===== config.mk =====
export PLATFORM = sky130hd
export DESIGN_NAME = uart_fifo_param
export DESIGN_NICKNAME = d
export VERILOG_FILES = /design/src/rtl/uart_fifo_param.sv
export SDC_FILE = /design/constraint.sdc
export NUM_CORES = 1
export LEC_CHECK = 0
export BUFFER_PORTS_ARGS = -buffer_cell sky130_fd_sc_hd__buf_2
export CELL_PAD_IN_SITES_DETAIL_PLACEMENT = 0
export CELL_PAD_IN_SITES_GLOBAL_PLACEMENT = 2
export CORE_ASPECT_RATIO = 0.7
export CORE_UTILIZATION = 39
export CTS_BUF_LIST = sky130_fd_sc_hd__clkbuf_4
export DETAILED_ROUTE_END_ITERATION = 10
export PLACE_DENSITY = 0.68
export SLEW_MARGIN = 0
export SYNTH_ARGS = -nofsm -noshare
export SYNTH_HDL_FRONTEND = slang
export SYNTH_SLANG_ARGS = --single-unit

===== constraint.sdc =====
create_clock -name clk -period 4.8 [get_ports clk]
set_input_delay 0.48 -clock clk [delete_from_list [all_inputs] [get_ports clk]]
set_output_delay 0.48 -clock clk [all_outputs]
set_load 0.02 [all_outputs]

===== src/rtl/uart_fifo_param.sv =====
// uart_fifo_param
//   Parametrised synchronous FIFO that buffers words between the UART
//   shift logic and the host side. Reads are show-ahead: the head word is
//   always visible on r_data while the FIFO is non-empty.
//
//   Optional feature macro: UART_FIFO_ERR_FLAGS_EN
//     defined   -> sticky overflow/underflow flags with clr_err
//     undefined -> overflow/underflow tied low, clr_err ignored
//
// Parameters
//   ADDR_WIDTH  pointer width, depth = 2**ADDR_WIDTH
//   DATA_BITS   word width
//   AF_LEVEL    almost_full  when count >= AF_LEVEL (1..depth)
//   AE_LEVEL    almost_empty when count <= AE_LEVEL (0..depth-1)
//
// Ports
//   clk           rising-edge clock
//   Reset         asynchronous active-high reset
//   flush         synchronous clear of pointers/count, overrides wr/rd
//   wr, w_data    write request and data
//   rd            pop request
//   clr_err       clear sticky error flags
//   r_data        head word (valid while empty = 0)
//   full, empty, almost_full, almost_empty, count   status from count reg
//   overflow      sticky: write requested while full
//   underflow     sticky: read requested while empty
module uart_fifo_param #(
  parameter int ADDR_WIDTH = 4,
  parameter int DATA_BITS  = 8,
  parameter int AF_LEVEL   = 2**ADDR_WIDTH - 2,
  parameter int AE_LEVEL   = 2
) (
  input  logic                  clk,
  input  logic                  Reset,
  input  logic                  flush,
  input  logic                  wr,
  input  logic                  rd,
  input  logic [DATA_BITS-1:0]  w_data,
  input  logic                  clr_err,
  output logic [DATA_BITS-1:0]  r_data,
  output logic                  full,
  output logic                  empty,
  output logic                  almost_full,
  output logic                  almost_empty,
  output logic [ADDR_WIDTH:0]   count,
  output logic                  overflow,
  output logic                  underflow
);

  localparam int DEPTH = 2**ADDR_WIDTH;
  localparam logic [ADDR_WIDTH:0] DEPTH_C = (ADDR_WIDTH+1)'(DEPTH);
  localparam logic [ADDR_WIDTH:0] AF_C    = (ADDR_WIDTH+1)'(AF_LEVEL);
  localparam logic [ADDR_WIDTH:0] AE_C    = (ADDR_WIDTH+1)'(AE_LEVEL);

  logic [DATA_BITS-1:0]  mem [DEPTH];
  logic [ADDR_WIDTH-1:0] wr_ptr, rd_ptr;
  logic [ADDR_WIDTH:0]   cnt;
  logic                  wr_ok, rd_ok;

  // Acceptance is gated by the registered status, so a wr+rd on a full
  // FIFO pops only and a wr+rd on an empty FIFO pushes only (no bypass).
  assign wr_ok = wr && !full  && !flush;
  assign rd_ok = rd && !empty && !flush;

  // Storage array carries no reset; contents are don't-care until written.
  always_ff @(posedge clk) begin
    if (wr_ok) mem[wr_ptr] <= w_data;
  end

  always_ff @(posedge clk or posedge Reset) begin
    if (Reset) begin
      wr_ptr <= '0;
      rd_ptr <= '0;
      cnt    <= '0;
    end else if (flush) begin
      wr_ptr <= '0;
      rd_ptr <= '0;
      cnt    <= '0;
    end else begin
      if (wr_ok) wr_ptr <= wr_ptr + 1'b1;
      if (rd_ok) rd_ptr <= rd_ptr + 1'b1;
      case ({wr_ok, rd_ok})
        2'b10:   cnt <= cnt + 1'b1;
        2'b01:   cnt <= cnt - 1'b1;
        default: cnt <= cnt;
      endcase
    end
  end

  assign r_data       = mem[rd_ptr];
  assign count        = cnt;
  assign full         = (cnt == DEPTH_C);
  assign empty        = (cnt == '0);
  assign almost_full  = (cnt >= AF_C);
  assign almost_empty = (cnt <= AE_C);

`ifdef UART_FIFO_ERR_FLAGS_EN
  // A rejected request sets its flag; setting beats a same-cycle clear.
  // During flush wr/rd are ignored, so they cannot raise an error.
  always_ff @(posedge clk or posedge Reset) begin
    if (Reset) begin
      overflow  <= 1'b0;
      underflow <= 1'b0;
    end else begin
      if (wr && full && !flush)       overflow <= 1'b1;
      else if (clr_err)               overflow <= 1'b0;
      if (rd && empty && !flush)      underflow <= 1'b1;
      else if (clr_err)               underflow <= 1'b0;
    end
  end
`else
  logic unused_clr_err;
  assign unused_clr_err = clr_err;
  assign overflow       = 1'b0;
  assign underflow      = 1'b0;
`endif

endmodule


==> reports/qor.yml <==
run_status:
  outcome: "finished clean"
placed_design:
  dp_hpwl_mm: 8.12
  port_buffers: 29
  routabilityCongestion: 0.721
layout:
  insertedDiodeCount: 0
  area_growth_pct: 10.3
  fin_nets: 415
  final_core_util_pct: 44.5
  drive_above_1_share_pct: 22.5
routing:
  vias_per_cell: 5.30
  wirelength_mm: 12.3
  drc_errors: 0
  drt-pass1-iter-count: 4
  drtIter0Drc: 339
  vias: 3182
  wl_per_cell_um: 20.4
  route.antenna.remaining_nets: 0
sta:
  report.final.slew_viol_count: 0
  tightest_slew_ns: 0.934
  rsz0062_at_grt: "no"
  relSlewSlack_pct: 37.7
  min_period_over_period_pct: 73.8
  skew_ns: 0.0211
  finalHoldViolCount: 0
  fin_setup_tns_ns: 0
  timing.final.setup_violations: 0
  max_freq_ghz: 0.282
  post-route-min-period_ns: 3.54
critical_path:
  path_class: "flop to output pin"
  critical_path_arrival_ns: 3.06
  cp-startpoint: "rd_ptr[1]"
  path_cells: "and2_1 -> a221oi_1 -> a22oi_1 -> nand2_1 -> buf_2"
  reg2reg_from: "count[0]"
  path_buf_inv: 1
  slowest_delay_ns: 0.97
  cp-start-kind: "flop"
  cpMaxStageDelayCell: "dfrtp_1"
  worst_setup_path_end_kind: "output pin"
  crit_fanout: 20
  cp.required_ns: 4.32
  crit_family: "flip-flops"
logic_synthesis:
  synthAdderAreaFrac_pct: 2.01
  synth-seq-area-share_pct: 69.8
  synth_top_family_by_area: "multiplexers"
  synthXorXnorAreaFrac_pct: 1.03
  async_reset_ff_share_pct: 9.22
  synthFlopType: "edfxtp_1"
  synth_cell_types: 49
  syn-instance-count: 360
  netlist_area_um2: 5970
  synthMuxAreaShare_pct: 12.6
  ys_warn_count: 0
  synth_edf_count: 128
  yosys.area_share.simple_pct: 5.53
  synth_seq_cells: 141
  synth-compound-area-share_pct: 6.58
  synth.avg_cell_area_um2: 16.6
clock_network:
  cts_tree: "done"
  cts_sinks: 141
  clockBufferDepth: 2
  cts_root_buffer: "clkbuf_4"
  cts_setup_buffers: 0
  clk_pin_slew_ns: 0.13
  h-tree-depth: 4
  clk_latency_ns: 0.51
  cts_hold_buf: 1
  ctsResizeCount: 0
  tritoncts.num_buffers: 17
worst_hold_path:
  hold_start: "w_data[6]"
  hp-class: "input pin to flop"
grt:
  grt_start_max_net_pins: 27
  grt_pass1_vias: 3075
  grt_usage_pct: 17.0
  grt_overflow: 0
  grt_pass1_wl_mm: 18.7
  antenna_found_initial: 0
floorplanning:
  start_util_pct: 40.3
  fp.coreArea_um2: 14800
  dieHeight_um: 106
  io_pins: 33
  num_rows: 37
  die_area_um2: 15800
  fp.dieW_um: 150
power_and_ir_drop:
  ir_drop_mv: 0.169
  leakagePower_nw: 2.21
  power.density_nw_per_um2: 443
job:
  cap_violations: 0
power breakdown:
| group | internal [W] | leakage, nW | switching (W) |
|---|---|---|---|
| clock network | 0.000360 | 0.157 | 0.000425 |
| logic | 0.000287 | 0.721 | 0.000377 |
| registers | 0.00138 | 1.33 | 0.0000987 |
routing by layer:
layer	GRT usage (%)	wire length, µm	up-vias
met4	4.98	51	0
met2	22.2	5200	64
met1	27.1	6420	1636
met5	0	0	-
li1	-	-	1478
met3	4.33	588	4
Yosys cell counts, types with 2 or more instances:
cell,instances,area share [%]
a221oi_1,16,2.3
a22oi_1,8,1.0
buf_2,11,0.92
buf_4,2,0.25
clkbuf_1,7,0.44
dfrtp_1,13,5.4
edfxtp_1,128,64
ha_1,8,1.7
inv_1,9,0.57
mux2_4,2,0.50
mux2i_1,35,5.9
mux4_2,16,6.0
nand2_1,15,0.94
nand2b_1,3,0.31
nand3_1,4,0.34
nor2_1,34,2.1
nor2b_1,2,0.21
o211ai_1,2,0.25
o21ai_0,9,0.75
or3_1,2,0.21
xnor2_1,3,0.44
xor2_1,4,0.59
worst register-to-register path, cell delays in order, from the launching register on:
cell      delay [ns]
dfrtp_1         0.51
or4_1           0.76
o21ai_2         0.26
or3_1           0.24
inv_1           0.11
ha_1            0.35
nand2b_1        0.10
a2111o_1        0.42
nand2b_1        0.16
a41oi_1         0.20
worst paths after layout:
check                             endpoint  slack (ns)  cells after the start
worst min-delay path            mem[11][6]        0.36                      1
worst max register to register    count[4]        1.61                      9
max in group asynchronous        rd_ptr[0]        3.85                      3
min in group asynchronous         count[0]        0.55                      3
worst min register to register   wr_ptr[1]        0.64                      2
worst max-delay path             r_data[3]        1.26                      5
flip-flops by register name, indices dropped and copies added, names as in the netlist:
register	cells
wr_ptr	4
count	5
rd_ptr	4
mem	128
kinds of logic (layout without fill, tap and decap cells):
logic type / Yosys count / count (layout)
fa+ha+maj: 9 / 9
mux: 54 / 54
other cells: 1 / 2
xor+xnor: 7 / 7
flops: 141 / 141
simple gates: 69 / 69
compound gates: 48 / 48
buf+inv: 31 / 75
layout make-up:
| type | count | area [µm²] |
|---|---|---|
| flip-flops and latches | 141 | 4170 |
| repair buffers | 33 | 178 |
| inverters | 10 | 37.5 |
| clock inverters | 15 | 171 |
| fillers | 1308 | 8220 |
| well taps | 195 | 244 |
| multi-input cells | 189 | 1660 |
| clock buffers | 17 | 128 |
cell usage in the layout (no fill, tap or decap), types with 2 or more instances in the layout:
| cell type | n |
|---|---|
| inv_6 | 2 |
| nor2_1 | 34 |
| clkinvlp_4 | 2 |
| dfrtp_1 | 12 |
| xnor2_1 | 3 |
| ha_1 | 8 |
| o211ai_1 | 2 |
| mux2i_1 | 35 |
| nand3_1 | 4 |
| bufinv_16 | 3 |
| mux2_4 | 2 |
| a221oi_1 | 16 |
| a22oi_1 | 8 |
| or3_1 | 2 |
| conb_1 | 2 |
| xor2_1 | 4 |
| nand2b_1 | 3 |
| buf_2 | 29 |
| nand2_1 | 15 |
| clkinv_2 | 3 |
| clkbuf_4 | 17 |
| clkinv_4 | 3 |
| clkinv_1 | 3 |
| edfxtp_1 | 128 |
| nor2b_1 | 2 |
| mux4_2 | 16 |
| buf_4 | 3 |
| inv_1 | 9 |
| o21ai_0 | 9 |
metrics by stage:
stage / hold slack, ns / std cells / setup WS, ns / cell area, µm² / power, W
finish: 0.357 / 600 / 1.26 / 6590 / 0.00292
floorplan: 0.357 / 361 / 2.02 / 5980 / 0.00200
global route: 0.295 / 600 / 0.959 / 6590 / 0.00307
CTS: 0.302 / 600 / 1.18 / 6590 / 0.00296
detailed placement: 0.565 / 567 / 1.66 / 6280 / 0.00217
global placement: 0.559 / 567 / 1.66 / 6280 / 0.00217
Note: power is estimated with default switching activity, not from simulation.
